<file path="src/rtl/conv2d_stream_p.sv">
// Streaming 3x3 convolution over a raster pixel stream with valid/ready on both sides.
// Two line buffers and a 3x3 window register feed a two-stage MAC pipeline, which holds whenever the output stalls.
module conv2d_stream_p #(
  parameter int unsigned IMG_W  = 32,
  parameter int unsigned IMG_H  = 32,
  parameter int unsigned DATA_W = 8,
  parameter int unsigned COEF_W = 8,
  parameter int unsigned OUT_W  = 16,
  parameter int unsigned SHIFT  = 0
) (
  input  logic                  clk,
  input  logic                  reset,
  input  logic                  start,
  input  logic [9*COEF_W-1:0]   coef,
  input  logic                  relu_en,
  input  logic [DATA_W-1:0]     in_data,
  input  logic                  in_valid,
  output logic                  in_ready,
  output logic [OUT_W-1:0]      out_data,
  output logic                  out_valid,
  input  logic                  out_ready,
  output logic                  out_last,
  output logic                  busy,
  output logic                  done
);

  localparam int unsigned AW = DATA_W + COEF_W + 4;
  localparam int unsigned EW = (AW > OUT_W) ? AW : OUT_W;
  localparam int unsigned CW = $clog2(IMG_W);
  localparam int unsigned RW = $clog2(IMG_H);
  localparam logic signed [EW-1:0] MAXV = EW'({1'b0, {(OUT_W-1){1'b1}}});
  localparam logic signed [EW-1:0] MINV = ~MAXV;

  typedef enum logic [1:0] {IDLE, RUN, FLUSH} state_t;

  state_t                 state, state_d;
  logic                   done_d;
  logic [9*COEF_W-1:0]    coef_q;
  logic                   relu_q;
  logic [CW-1:0]          col;
  logic [RW-1:0]          row;
  logic [DATA_W-1:0]      lb0 [IMG_W];
  logic [DATA_W-1:0]      lb1 [IMG_W];
  logic [DATA_W-1:0]      win [3][3];
  logic                   win_valid, win_last;
  logic signed [AW-1:0]   prod [9];
  logic signed [AW-1:0]   prod_d [9];
  logic                   s1_valid, s1_last;
  logic signed [AW-1:0]   acc, res;
  logic signed [EW-1:0]   res_e;
  logic [OUT_W-1:0]       sat;
  logic                   stall, accept, complete, last_pix;

  assign stall    = out_valid && !out_ready;
  assign in_ready = (state == RUN) && !stall;
  assign accept   = in_valid && in_ready;
  assign complete = (row >= RW'(2)) && (col >= CW'(2));
  assign last_pix = (row == RW'(IMG_H-1)) && (col == CW'(IMG_W-1));
  assign busy     = (state != IDLE);

  // Frame control: next state and done pulse
  always_comb begin
    state_d = state;
    done_d  = 1'b0;
    case (state)
      IDLE:    if (start) state_d = RUN;
      RUN:     if (accept && last_pix) state_d = FLUSH;
      FLUSH:   if (out_valid && out_ready && out_last) begin
                 state_d = IDLE;
                 done_d  = 1'b1;
               end
      default: state_d = IDLE;
    endcase
  end

  always_ff @(posedge clk or negedge reset) begin
    if (!reset) begin
      state <= IDLE;
      done  <= 1'b0;
    end else begin
      state <= state_d;
      done  <= done_d;
    end
  end

  // Frame configuration and raster position of the next pixel
  always_ff @(posedge clk or negedge reset) begin
    if (!reset) begin
      coef_q <= '0;
      relu_q <= 1'b0;
      row    <= '0;
      col    <= '0;
    end else if (state == IDLE && start) begin
      coef_q <= coef;
      relu_q <= relu_en;
      row    <= '0;
      col    <= '0;
    end else if (accept) begin
      if (col == CW'(IMG_W-1)) begin
        col <= '0;
        row <= last_pix ? '0 : row + RW'(1);
      end else begin
        col <= col + CW'(1);
      end
    end
  end

  // Line buffers and window: column col of the two rows above, plus the new pixel
  always_ff @(posedge clk) begin
    if (accept) begin
      lb0[col] <= lb1[col];
      lb1[col] <= in_data;
      for (int r = 0; r < 3; r++) begin
        win[r][0] <= win[r][1];
        win[r][1] <= win[r][2];
      end
      win[0][2] <= lb0[col];
      win[1][2] <= lb1[col];
      win[2][2] <= in_data;
    end
  end

  always_comb begin
    for (int r = 0; r < 3; r++) begin
      for (int c = 0; c < 3; c++) begin
        prod_d[r*3+c] = AW'($signed({1'b0, win[r][c]}))
                      * AW'($signed(coef_q[(8-(r*3+c))*COEF_W +: COEF_W]));
      end
    end
  end

  always_ff @(posedge clk) begin
    if (!stall && win_valid) begin
      for (int i = 0; i < 9; i++) prod[i] <= prod_d[i];
    end
  end

  // Sum, scale, optional ReLU, then clamp into the signed output range
  always_comb begin
    acc = '0;
    for (int i = 0; i < 9; i++) acc = acc + prod[i];
    res = acc >>> SHIFT;
    if (relu_q && res < 0) res = '0;
    res_e = EW'(res);
    if (res_e > MAXV)      sat = OUT_W'(MAXV);
    else if (res_e < MINV) sat = OUT_W'(MINV);
    else                   sat = OUT_W'(res_e);
  end

  always_ff @(posedge clk or negedge reset) begin
    if (!reset) begin
      win_valid <= 1'b0;
      win_last  <= 1'b0;
      s1_valid  <= 1'b0;
      s1_last   <= 1'b0;
      out_valid <= 1'b0;
      out_last  <= 1'b0;
      out_data  <= '0;
    end else if (!stall) begin
      win_valid <= accept && complete;
      win_last  <= accept && last_pix;
      s1_valid  <= win_valid;
      s1_last   <= win_last;
      out_valid <= s1_valid;
      out_last  <= s1_last;
      if (s1_valid) out_data <= sat;
    end
  end

endmodule

</file>
<file path="config.mk">
export PLATFORM = sky130hd
export DESIGN_NAME = conv2d_stream_p
export DESIGN_NICKNAME = d
export VERILOG_FILES = /design/src/rtl/conv2d_stream_p.sv
export SDC_FILE = /design/constraint.sdc
export NUM_CORES = 2
export LEC_CHECK = 0
export CAP_MARGIN = 25
export CORE_MARGIN = 2
export CORE_UTILIZATION = 40
export DETAILED_ROUTE_END_ITERATION = 7
export GPL_TIMING_DRIVEN = 1
export PLACE_DENSITY = 0.62
export SYNTH_ARGS = -nofsm -noshare
export SYNTH_HDL_FRONTEND = slang
export SYNTH_SLANG_ARGS = --single-unit
</file>
<file path="constraint.sdc">
create_clock -name clk -period 4.63 [get_ports clk]
set_input_delay 0.463 -clock clk [delete_from_list [all_inputs] [get_ports clk]]
set_output_delay 0.463 -clock clk [all_outputs]
set_load 0.005 [all_outputs]
</file>
==> run_results.csv <==
group,metric,value,unit
worst_setup_path,cp_max_fo,15,
die,core,133000,sq um
die,die_w,370,microns
timing,fmaxAchievable,0.210,GHz
route,routed_wl,127000,microns
grt,grt_max_degree,101,
yosys,synth.top_cell.area_share,0.414,
worst_setup_path,endpoint_kind,"register",
die,die_area,137000,sq um
yosys,synthesis.instances,4025,
timing,hold_viol,0,
clock_network,clockBufferDepth,3,
worst_setup_path,cp_data_arrival_time,5.32,ns
worst_setup_path,reg2reg_slack,-0.14,ns
yosys,async_reset_ff_frac,0.128,
layout,finish.instance_area,63200,sq um
yosys,yosysSeqAreaShare,0.464,
yosys,ys_top_cells_by_area,"edfxtp_1, fa_1, ha_1",
timing,fin_crit_sh,1.03,
placed_design,place_area,59400,sq um
clock_network,worst_skew_pair.late_latency,0.71,ns
die,io_pins,107,
layout,drive_above_1_share,0.189,
yosys,synthDistinctLibCells,66,
timing,rsz0062_at_grt,"true",
worst_setup_path,crit_start,"prod[0][129]",
hold_path,min_path_type,"input pin to register",
layout,syn2layout_area_growth,18.1,%
route,wire_per_inst,20.0,microns
layout,final_cell_mix,"edfxtp_1, inv_1, fa_1",
timing,hold_slack,0.330,ns
route,drt_iter0_drc,2274,
clock_network,cts_inserted_buffers,90,
worst_setup_path,criticalPathCategory,"register to register",
timing,skew,0.0280,ns
placed_design,hpwl,95400,microns
worst_setup_path,rr_startpoint,"prod[0][129]",
clock_network,cts.htree.levels,3,
die,die_y,370,microns
yosys,synth_fp_nets,4980,
route,ant_nets,0,
layout,postLayoutCoreUtil,0.474,
grt,antenna_found_initial,3,
yosys,post_synth_and_or_nand_nor_area_fraction,0.0901,
die,start_util,0.402,
grt,grt_pass1_wl,200000,microns
grt,busiest_layer,"met2",
run_status,violations,"negative setup slack",
yosys,synth_compound_area_frac,0.0393,
clock_network,cts_num_sinks,845,
clock_network,cts.reportedPaths.clkPinSlew,0.06,ns
timing,worst_slack,-0.135,ns
run_status,status,"finished with violations",
grt,grt_overflow,0,
die,row_count,134,
grt,use_met2,0.331,
yosys,synth_mux_area_frac,0.0676,
layout,final_common_cell,"edfxtp_1",
yosys,synth_top_area_cell,"edfxtp_1",
worst_setup_path,worstPathRequired,5.19,ns
yosys,synth_warnings,0,
yosys,synth_edf_count,737,
yosys,synthXorXnorAreaFrac,0.0187,
placed_design,place.gp.congestion,0.882,
timing,period_needed,4.77,ns
grt,grt_pass1_vias,34200,
hold_path,hold_depth,3,
timing,setup_violations,15,
route,drc,0,
run,drv_cap,0,
yosys,synth_ff_type,"edfxtp_1",
grt,use_met1,0.254,
hold_path,hold_path_end,"coef_q[23]",
timing,slew_headroom,0.321,
yosys,yosys_register_bits,845,
timing,slew_violations,0,
yosys,syn_area,53500,sq um
placed_design,io_buffer_count,106,
grt,grt_usage,0.192,
worst_setup_path,r2r_cells,16,
yosys,synth_area_per_cell,13.3,sq um
yosys,synth_fa_ha_area_frac,0.267,
yosys,synth_top_family_by_area,"adder cells",
route,viasPerCell,4.99,
worst_setup_path,r2r_end,"out_data[1]",
clock_network,cts_root_buf,"clkbuf_16",
layout,nNetsFinal,5490,
worst_setup_path,setup.worst_path.start_class,"register",
timing,tns,-1.65,ns
timing,worst_slew_pin_slew,1.02,ns
hold_path,hp-start,"coef[23]",
route,dr.pass1.iters,5,
route,vias,31800,
grt,use_met3,0.0240,
clock_network,tritoncts,"done",
==> synthesized netlist by cell type, types with 3 or more instances <==
cell / n
edfxtp_1: 737
inv_1: 666
fa_1: 454
ha_1: 415
and2_1: 306
nand2_1: 276
nor2_1: 172
mux4_2: 128
dfrtp_1: 108
xnor2_1: 97
a22oi_1: 67
nand2b_1: 65
mux2_2: 64
clkbuf_1: 62
o21ai_0: 58
a21oi_1: 49
nor3_1: 34
nor2b_1: 23
nand3_1: 22
o22ai_1: 18
a21boi_0: 17
nand4_1: 17
xor2_1: 17
a21o_1: 16
buf_1: 15
a41o_1: 9
and3_1: 9
or2_2: 9
a31oi_1: 8
or3_1: 8
o21a_1: 7
o41a_1: 7
o41ai_1: 7
buf_2: 4
o211ai_1: 4
o21bai_1: 4
o31a_1: 4
o31ai_1: 4
nand3b_1: 3
nor3b_1: 3
==> per-stage QoR <==
step / worst slack (ns) / instances
CTS: -0.173 / 6356
finish: -0.135 / 6379
floorplan: -0.0490 / 4025
global placement: -0.162 / 6181
global route: -0.338 / 6378
detailed placement: -0.240 / 6182
==> state kept, by name (all words and copies together), names as in the netlist <==
| name | count |
|---|---|
| col | 5 |
| prod | 153 |
| relu_q | 1 |
| out_valid | 1 |
| win_valid | 1 |
| win_last | 1 |
| coef_q | 72 |
| out_data | 16 |
| state | 2 |
| lb1 | 256 |
| done | 1 |
| lb0 | 256 |
| s1_last | 1 |
| out_last | 1 |
| win | 72 |
| row | 5 |
| s1_valid | 1 |
==> worst max-delay path by stage <==
stage | to | slack, ns | cells past startpoint
final | out_data[1] | -0.14 | 16
after CTS | out_data[5] | -0.17 | 17
after global routing | out_data[0] | -0.34 | 18
after global placement | out_data[0] | -0.16 | 18
after floorplan | out_data[10] | -0.05 | 16
after detailed placement | out_data[1] | -0.24 | 17
==> per-layer routing <==
metal  share of wire  vias to the layer above
li1                -                    14700
met1            0.43                    16300
met2            0.50                      653
met3           0.043                      168
met4           0.031                        2
met5         0.00011                        -
==> cell type report <==
class | count | area, sq um
Fill cell | 11800 | 70000
Multi-Input combinational cell | 2431 | 26400
Sequential cell | 845 | 24900
Timing Repair Buffer | 501 | 4220
Inverter | 666 | 2500
Clock buffer | 122 | 2500
Tap cell | 1768 | 2210
Clock inverter | 45 | 460
Antenna cell | 1 | 2.50
==> critical path: stages (launching register included) <==
cell,delay (ns)
edfxtp_1,0.40
fa_1,0.57
fa_1,0.45
fa_1,0.55
inv_1,0.05
fa_1,0.47
inv_1,0.06
ha_4,0.21
a21o_1,0.19
buf_4,0.14
o41a_4,0.45
and4_4,0.21
nor3_2,0.20
o221ai_2,0.15
o31ai_4,0.23
buf_12,0.18
o22ai_1,0.10
==> repair_timing <==
action                     in CTS  in global routing
cloned                          0                  0
pin swaps                       3                 77
hold buffers                    1                  0
hold endpoints to repair       61                  0
setup buffers                   6                 23
gates resized for setup        23                139
setup endpoints to repair      26                 61
==> logic make-up after synthesis <==
group                      count (synthesis)
and+or+nand+nor                          955
adders and majority gates                869
DFF                                      845
buffers and inverters                    749
AOI/OAI and AO/OA                        300
muxes                                    193
xor gates and xnor gates                 114
Power is not shown: default switching activity piles up to over one toggle a cycle in this logic, so the estimate is an artifact.
